**src/rtl/spi_slave_if.sv**
```systemverilog
// SPI slave serial front end: frames MOSI bits into command+data words
// for the RAM and shifts RAM read data back out on MISO.
module spi_slave_if #(
   parameter int DATA_W = 8
) (
   input  logic              clk,
   input  logic              rst,
   input  logic              SS_n,
   input  logic              MOSI,
   output logic              MISO,
   output logic [DATA_W+1:0] rx_data,
   output logic              rx_valid,
   input  logic [DATA_W-1:0] tx_data,
   input  logic              tx_valid
);

   localparam int FRAME_W = DATA_W + 2;
   localparam int CNT_W   = $clog2(FRAME_W + 3);
   localparam int OCNT_W  = (DATA_W > 1) ? $clog2(DATA_W) : 1;

   // bit_cnt past the last frame bit doubles as the post-frame phase
   localparam logic [CNT_W-1:0]  LAST    = CNT_W'(FRAME_W - 1);
   localparam logic [CNT_W-1:0]  PH_WAIT = CNT_W'(FRAME_W);
   localparam logic [CNT_W-1:0]  PH_SEND = CNT_W'(FRAME_W + 1);
   localparam logic [CNT_W-1:0]  PH_DONE = CNT_W'(FRAME_W + 2);
   localparam logic [OCNT_W-1:0] OLAST   = OCNT_W'(DATA_W - 1);

   typedef enum logic [2:0] {
      IDLE,
      CHK_CMD,
      WRITE,
      READ_ADD,
      READ_DATA
   } state_t;

   state_t              state;
   logic [FRAME_W-1:0]  sh_in;
   logic [CNT_W-1:0]    bit_cnt;
   logic [DATA_W-1:0]   sh_out;
   logic [OCNT_W-1:0]   out_cnt;
   logic                rd_addr_seen;
   logic [FRAME_W-1:0]  frame;

   assign frame = {sh_in[FRAME_W-2:0], MOSI};

   always_ff @(posedge clk or posedge rst) begin
      if (rst) begin
         state        <= IDLE;
         sh_in        <= '0;
         bit_cnt      <= '0;
         sh_out       <= '0;
         out_cnt      <= '0;
         rd_addr_seen <= 1'b0;
         MISO         <= 1'b0;
         rx_data      <= '0;
         rx_valid     <= 1'b0;
      end else begin
         rx_valid <= 1'b0;
         if (state != IDLE && SS_n) begin
            state   <= IDLE;
            sh_in   <= '0;
            bit_cnt <= '0;
            sh_out  <= '0;
            out_cnt <= '0;
            MISO    <= 1'b0;
         end else begin
            unique case (state)
               IDLE: begin
                  if (!SS_n) state <= CHK_CMD;
               end
               CHK_CMD: begin
                  sh_in   <= frame;
                  bit_cnt <= CNT_W'(1);
                  if (!MOSI)
                     state <= WRITE;
                  else if (rd_addr_seen)
                     state <= READ_DATA;
                  else
                     state <= READ_ADD;
               end
               WRITE, READ_ADD, READ_DATA: begin
                  if (bit_cnt < LAST) begin
                     sh_in   <= frame;
                     bit_cnt <= bit_cnt + 1'b1;
                  end else if (bit_cnt == LAST) begin
                     sh_in    <= frame;
                     rx_data  <= frame;
                     rx_valid <= 1'b1;
                     bit_cnt  <= PH_WAIT;
                     if (state == READ_ADD) rd_addr_seen <= 1'b1;
                  end else if (state == READ_DATA) begin
                     if (bit_cnt == PH_WAIT && tx_valid) begin
                        sh_out  <= tx_data << 1;
                        MISO    <= tx_data[DATA_W-1];
                        out_cnt <= '0;
                        bit_cnt <= PH_SEND;
                     end else if (bit_cnt == PH_SEND) begin
                        if (out_cnt == OLAST) begin
                           MISO         <= 1'b0;
                           rd_addr_seen <= 1'b0;
                           bit_cnt      <= PH_DONE;
                        end else begin
                           MISO    <= sh_out[DATA_W-1];
                           sh_out  <= sh_out << 1;
                           out_cnt <= out_cnt + 1'b1;
                        end
                     end
                  end
               end
               default: state <= IDLE;
            endcase
         end
      end
   end

endmodule

```
**config.mk**
```make
export PLATFORM = sky130hd
export DESIGN_NAME = spi_slave_if
export DESIGN_NICKNAME = d
export VERILOG_FILES = /design/src/rtl/spi_slave_if.sv
export SDC_FILE = /design/constraint.sdc
export NUM_CORES = 1
export LEC_CHECK = 0
export CORE_MARGIN = 1
export CORE_UTILIZATION = 36
export DETAILED_ROUTE_END_ITERATION = 10
export SLEW_MARGIN = 20
export SYNTH_ARGS = -nofsm -noshare
export SYNTH_HDL_FRONTEND = slang
export SYNTH_SLANG_ARGS = --single-unit
```
**constraint.sdc**
```tcl
create_clock -name clk -period 3 [get_ports clk]
set_input_delay 0.3 -clock clk [delete_from_list [all_inputs] [get_ports clk]]
set_output_delay 0.3 -clock clk [all_outputs]
set_load 0.01 [all_outputs]
```
=== Word-level counts from Yosys, hierarchy flattened ===
Cells that the tools add are included.

* Register bits: 40
* Input bits: 13
* Logic and storage cells: 103

* $add $sub $neg: 2
* $lt $le $gt $ge: 1
* Equality and inequality tests: 19
* Muxes and demuxes: 51
* Bitwise gates (word level): 2
* Reduce and logical (&&, ||, !) cells: 19

{| class="wikitable"
|+ Operator list
! operator !! number
|-
| $mux 8 || 8
|-
| $mux 3 || 12
|-
| $mux 4 || 7
|-
| $mux 9 || 3
|-
| $mux 1 || 18
|-
| $pmux 9 s2 || 1
|-
| $eq 4x4->1 const B || 3
|-
| $ne 6x6->1 const B || 2
|-
| $reduce_bool 2->1 || 5
|-
| $pmux 3 s3 || 1
|-
| $reduce_bool 3->1 || 3
|-
| $ne 2x2->1 const B || 4
|-
| $pmux 4 s2 || 1
|-
| $reduce_and 4->1 || 2
|-
| $reduce_and 8->1 || 1
|-
| $eq 3x2->1 const B || 2
|-
| $eq 3x3->1 const B || 2
|-
| $ne 3x3->1 const B || 2
|-
| $reduce_and 6->1 || 1
|-
| $ne 5x5->1 const B || 1
|-
| $reduce_and 5->1 || 1
|-
| $add 4x1->4 const B || 1
|-
| $lt 4x4->1 const B || 1
|-
| $ne 4x4->1 const B || 1
|-
| other kinds (8) || 11
|}

=== Logic depth before layout (Yosys ltp) ===
Gate-level depths: netlist of run 1.

* Depth in word-level cells: 9
* Gate-level depth with buffers: 8
* Gate-level depth less buffers: 7

=== Least setup slack after synthesis of run 1 ===
No wires, ideal clock.

* Path kind: reg-to-reg
* Start point: register bit_cnt[0]
* End point: register rx_data[0]
* Library setup time: 0.125 ns
* Arrival time: 1.988 ns
* Setup slack: 0.887 ns
* Stages on the path, launching flop included: 6
* Path through: dfrtp_1 inv_1 ha_1 or4_4 nor3_4 mux2_2

* Cells in the longest elaborated chain, start to end: 3

{| class="wikitable"
|+ Ends and longest elaborated chain
! what !! RTL line !! source
|-
| from (decl) || 38 || <nowiki>logic [CNT_W-1:0] bit_cnt;</nowiki>
|-
| from (signal assigned) || 84 || <nowiki>bit_cnt <= bit_cnt + 1'b1;</nowiki>
|-
| $lt 4x4->1 || 82 || <nowiki>if (bit_cnt < LAST) begin</nowiki>
|-
| $not 1->1 (no line) || - ||
|-
| $reduce_and 4->1 (no line) (*) || - ||
|-
| to (signal assigned) || 87 || <nowiki>rx_data <= frame;</nowiki>
|-
| to (decl) || 11 || <nowiki>output logic [DATA_W+1:0] rx_data,</nowiki>
|}

Mark *: on every way between the ends. The rest lies on a longest branch, timed or not.
A chain may end at the register's enable or synchronous reset.

=== Final worst setup path of run 1 ===
Ends and elaborated chain as after synthesis.

==> flow_summary.yaml, run 1 <==
placement:
  dp_hpwl_um: 3100
  port_buffers: 24
  place_area_mm2: 0.00242
  gp_congestion: 0.853
critical_path:
  cp_num_buf_inv: 1
  end_kind: "flop"
  arrival_ns: 2.60
  path_cells: "inv_1 > ha_1 > or4_4 > nor3_4 > mux2_2"
  cp.required_ns: 3.17
  critical-path-max-stage-delay_ns: 0.53
  cpLargestDelayFamily: "simple AND/OR/NAND/NOR gates"
  crit_path_top_delay_cell: "or4_4"
  critPathLaunchType: "flop"
  crit_fanout: 10
  rr_endpoint: "rx_data[0]$_DFFE_PP0P_"
  r2r_slack_ns: 0.57
  reg2reg_from: "bit_cnt[0]$_DFFE_PP0P_"
  reg2reg_depth: 5
  critPathKind: "flop to flop"
outcome:
  status: "complete, no violations"
sta:
  fin_worst_skew_ns: 0.0122
  max_slew_margin: 0.526
  worst_pin_slew_ns: 0.707
  final_hold_viol_count: 0
  finalCritPeriodShare: 0.809
  setup_viol: 0
  slew_violations: 0
  max_clock_freq_mhz: 412
  tns_ns: 0
  fin_crit_ns: 2.43
  rsz0062_at_grt: "no"
floorplanning:
  rows: 27
  dieHeight_um: 77.5
  io_pins: 25
  core_area_mm2: 0.00551
  die_w_um: 77.5
  start_util: 0.373
  dieArea_mm2: 0.00601
clock_network:
  cts_setup_buffers: 0
  h-tree-depth: 2
  path_clk_slew_ns: 0.08
  cts_sinks: 39
  cts_buffers: 5
  clkLatencyLatePin_ns: 0.29
  cts_hold_buf: 0
  cts_tree: "yes"
  root_buffer: "clkbuf_8"
  cts_buffer_depth: 2
  cts_resized: 0
grt:
  grt-ovfl-total: 0
  antenna_found_initial: 0
  grt_max_degree: 40
  grt_pass1_vias: 1602
  grt_use_total: 0.163
  grt_pass1_wl_um: 7700
cells_and_area:
  drive_gt1_frac: 0.137
  fin_nets: 252
  fin_area_mm2: 0.00254
  diodes: 0
  syn_to_final_growth_pct: 23.8
detailed_routing:
  drt-total-wl_um: 4470
  antenna_left: 0
  routed_via_density: 5.35
  drc: 0
  wl_per_cell_um: 14.6
  drtPass1Iterations: 4
  vias: 1638
  drt_iter0_drc: 106
flow_run:
  drv_cap: 0
logic_synthesis:
  ys_top_cells_by_area: "dfrtp_1 (48%), mux2_2 (6.0%), nand2_1 (4.9%)"
  synth_edf_count: 0
  syn_area_per_cell_um2: 10.2
  synth-main-ff-cell: "dfrtp_1"
  syn-num-nets: 220
  synthArstFlopShare: 1.00
  syn-cell-area_mm2: 0.00205
  seq_area_frac_synth: 0.475
  ys_ff_latch: 39
  synth_warnings: 0
  netlist_instances: 201
  yosysMostFrequentCell: "dfrtp_1"
  post-synth-top-area-fraction: 0.475
  synth_common_cells: "dfrtp_1 (39), nand2_1 (27), mux2_2 (11), o21ai_0 (11), a21oi_1 (10)"
  synth_top_area_cell: "dfrtp_1"
  post_synth_num_cell_types: 46
power_and_ir_drop:
  p_per_area_mw_per_mm2: 491
  p_leak_uw: 0.00108
  peakVddDrop_uv: 238
worst_hold_path:
  hold_class: "input pin to async pin"
==> per-layer routing <==
layer / share of wire / GRT usage / vias up
met5: 0 / 0 / -
met4: 0.0067 / 0.0509 / 0
met3: 0.029 / 0.0318 / 4
met2: 0.45 / 0.247 / 31
met1: 0.51 / 0.233 / 796
li1: - / - / 807
==> cell families (layout without fill, tap and decap cells) <==
group                      Yosys count  in the layout  synth area share
and+or+nand+nor                     66             66             0.175
AOI/OAI and AO/OA                   55             55             0.184
DFF                                 39             39             0.475
muxes                               19             19            0.0993
buffers and inverters               16             49            0.0298
adders and majority gates            6              6            0.0365
==> registers in the layout, summed over array words and instances (netlist names) <==
name and flops:
sh_in 9, rd_addr_seen 1, rx_valid 1, out_cnt 3, state 3, rx_data 10, bit_cnt 4, MISO 1
sh_out 7
==> power by group <==
group / total [uW] / leakage (uW) / switching [uW] / internal, uW
sequential: 582 / 0.000536 / 28.4 / 554
combinational: 196 / 0.000483 / 119 / 76.8
clock: 470 / 0.0000618 / 196 / 274
total: 1250 / 0.00108 / 344 / 904
==> final cells by class <==
cell class / count / area, um^2
fillers: 526 / 2960
multi-input cells: 146 / 1020
flip-flops and latches: 39 / 976
repair buffers: 33 / 308
well taps: 72 / 90.1
clock buffers: 6 / 82.6
clock inverters: 2 / 38.8
inverters: 8 / 30.0
==> cells in the final DEF (no fill, tap or decap), drive strengths merged, types with 3 or more instances in the layout <==
cell           count
ha                 6
clkdlybuf4s50     24
nand2             27
o21ai             12
o21a               4
nor3b              3
nand4              3
a31oi              3
buf                9
a21oi             10
mux2              11
nor3               7
nand2b             3
inv                9
nor2               7
dfrtp             39
clkbuf             6
o2bb2ai            7
mux2i              8
==> worst min-delay path, stage by stage <==
cell and delay, ns:
clkdlybuf4s50_1 0.39, inv_1 0.05, buf_4 0.42
==> worst max path at each step <==
stage	from	to	slack, ns	cells after the start
3_5_place_dp	SS_n	rx_data[0]$_DFFE_PP0P_	0.61	5
3_3_place_gp	SS_n	rx_data[5]$_DFFE_PP0P_	0.64	5
2_1_floorplan	bit_cnt[0]$_DFFE_PP0P_	rx_data[0]$_DFFE_PP0P_	0.89	5
6_report	bit_cnt[0]$_DFFE_PP0P_	rx_data[0]$_DFFE_PP0P_	0.57	5
5_1_grt	bit_cnt[1]$_DFFE_PP0P_	out_cnt[0]$_DFFE_PP0P_	0.44	7
4_1_cts	bit_cnt[0]$_DFFE_PP0P_	rx_data[0]$_DFFE_PP0P_	0.57	5
==> through the flow <==
step	setup WS [ns]	utilization	total power [uW]	std cells	hold slack (ns)
floorplan	0.887	-	717	201	0.436
global placement	0.636	0.440	788	298	0.460
detailed placement	0.609	0.440	787	298	0.471
CTS	0.572	0.462	1260	306	0.445
global route	0.442	0.462	1320	306	0.499
finish	0.573	0.462	1250	306	0.425
Note: power is estimated with default switching activity, not from simulation.
==> inputs of run 2 (changes only) <==
==> constraint.sdc (replaced) <==
create_clock -name clk -period 2.45 [get_ports clk]
set_input_delay 0.245 -clock clk [delete_from_list [all_inputs] [get_ports clk]]
set_output_delay 0.245 -clock clk [all_outputs]
set_load 0.01 [all_outputs]
==> flow_summary.yaml, run 2 (synthesized netlist as in run 1, its figures left out) <==
outcome:
  status: "complete, no violations"
grt:
  grt_use_total: 0.170
  grt_pass1_wl_um: 7890
  grt_pass1_vias: 1596
  grt_max_degree: 40
  grt-ovfl-total: 0
  antenna_found_initial: 0
placement:
  dp_hpwl_um: 3140
  port_buffers: 24
  gp_congestion: 0.890
floorplanning:
  io_pins: 25
  rows: 27
  start_util: 0.373
  core_area_mm2: 0.00551
  dieArea_mm2: 0.00601
  dieHeight_um: 77.5
  die_w_um: 77.5
sta:
  rsz0062_at_grt: "no"
  worst_pin_slew_ns: 0.495
  final_hold_viol_count: 0
  finalCritPeriodShare: 0.933
  fin_worst_skew_ns: 0.00483
  fin_crit_ns: 2.29
  max_clock_freq_mhz: 438
  hold_slack_ns: 0.361
  tns_ns: 0
  slew_violations: 0
  setup_viol: 0
  max_slew_margin: 0.670
critical_path:
  r2r_slack_ns: 0.16
  critPathLaunchType: "flop"
  cp.required_ns: 2.63
  crit_fanout: 10
  critPathKind: "flop to flop"
  end_kind: "flop"
  arrival_ns: 2.47
clock_network:
  cts_sinks: 39
  h-tree-depth: 2
  cts_setup_buffers: 0
  path_clk_slew_ns: 0.09
  cts_hold_buf: 0
  cts_tree: "yes"
  clkLatencyLatePin_ns: 0.30
  cts_buffers: 5
  cts_resized: 0
  root_buffer: "clkbuf_8"
  cts_buffer_depth: 2
cells_and_area:
  fill_cells: 536
  layout_commonest_cell: "dfrtp_1"
  largest_register: "rx_data"
  top_regs: "rx_data x10, sh_in x9, sh_out x7"
  fin_nets: 256
  largest_reg_flops: 10
  syn_to_final_growth_pct: 24.8
  drive_gt1_frac: 0.151
  diodes: 0
  final_cell_mix: "dfrtp_1 (39), nand2_1 (27), clkdlybuf4s50_1 (24)"
detailed_routing:
  drt-total-wl_um: 4630
  wl_per_cell_um: 14.9
  drtPass1Iterations: 4
  drt_iter0_drc: 120
  antenna_left: 0
  drc: 0
  vias: 1649
  routed_via_density: 5.32
flow_run:
  drv_cap: 0
power_and_ir_drop:
  peakVddDrop_uv: 280
  p_per_area_mw_per_mm2: 590
  p_leak_uw: 0.00110
worst_hold_path:
  hold_class: "input pin to async pin"
## run 2: changes by cell type in the layout (fill, tap and decap cells not counted), sizes merged
| cell | change |
|---|---|
| clkinv | +2 |
| buf | +4 |
| inv | -1 |
| clkbuf | -1 |
## run 2: path summary, 6_finish.rpt
check	start	endpoint	cells past startpoint
worst max-delay path	bit_cnt[0]$_DFFE_PP0P_	rx_data[3]$_DFFE_PP0P_	6
worst min-delay path	rst	out_cnt[2]$_DFFE_PP0P_	3
worst max register to register	bit_cnt[0]$_DFFE_PP0P_	rx_data[3]$_DFFE_PP0P_	6
worst min register to register	sh_in[8]$_DFFE_PP0P_	sh_in[8]$_DFFE_PP0P_	2
max in group asynchronous	rst	state[1]$_DFFE_PP0P_	3
min in group clk	sh_in[8]$_DFFE_PP0P_	sh_in[8]$_DFFE_PP0P_	2
## run 2: power by group
| group | leakage, uW | internal, uW | switching [uW] |
|---|---|---|---|
| Combinational | 0.000502 | 97.4 | 145 |
| Clock | 0.0000581 | 304 | 254 |
| Sequential | 0.000536 | 678 | 34.0 |
| Total | 0.00110 | 1080 | 433 |
## run 2: stage by stage
stage                     worst slack, ns  power (uW)  instance area (um^2)  instances  utilization
after floorplan                     0.337         878                  2050        201            -
after detailed placement            0.167         965                  2450        302        0.445
after global routing               0.0463        1590                  2560        310        0.466
after CTS                           0.152        1520                  2560        310        0.466
after global placement              0.165         965                  2450        302        0.445
final                               0.164        1510                  2560        310        0.466
## run 2: routing by layer
layer,up-vias,GRT usage,wire (um)
li1,813,-,-
met1,789,0.235,2240
met2,38,0.253,2090
met3,9,0.0388,173
met4,0,0.0774,118
met5,-,0,0
## run 2: critical path, stage by stage, from the launching register on
cell and delay, ns:
dfrtp_1 0.45, inv_1 0.16, ha_1 0.32, or4_4 0.55, nor3_4 0.13, buf_4 0.22, mux2_2 0.35
## run 2: layout make-up
class | instances | area (um^2) | area share
multi-input combinational | 146 | 1020 | 0.397
sequential | 39 | 976 | 0.381
timing repair buffer | 37 | 338 | 0.132
tap | 72 | 90.1 | 0.0351
clock buffer | 5 | 68.8 | 0.0268
clock inverter | 3 | 43.8 | 0.0171
inverter | 8 | 30.0 | 0.0117
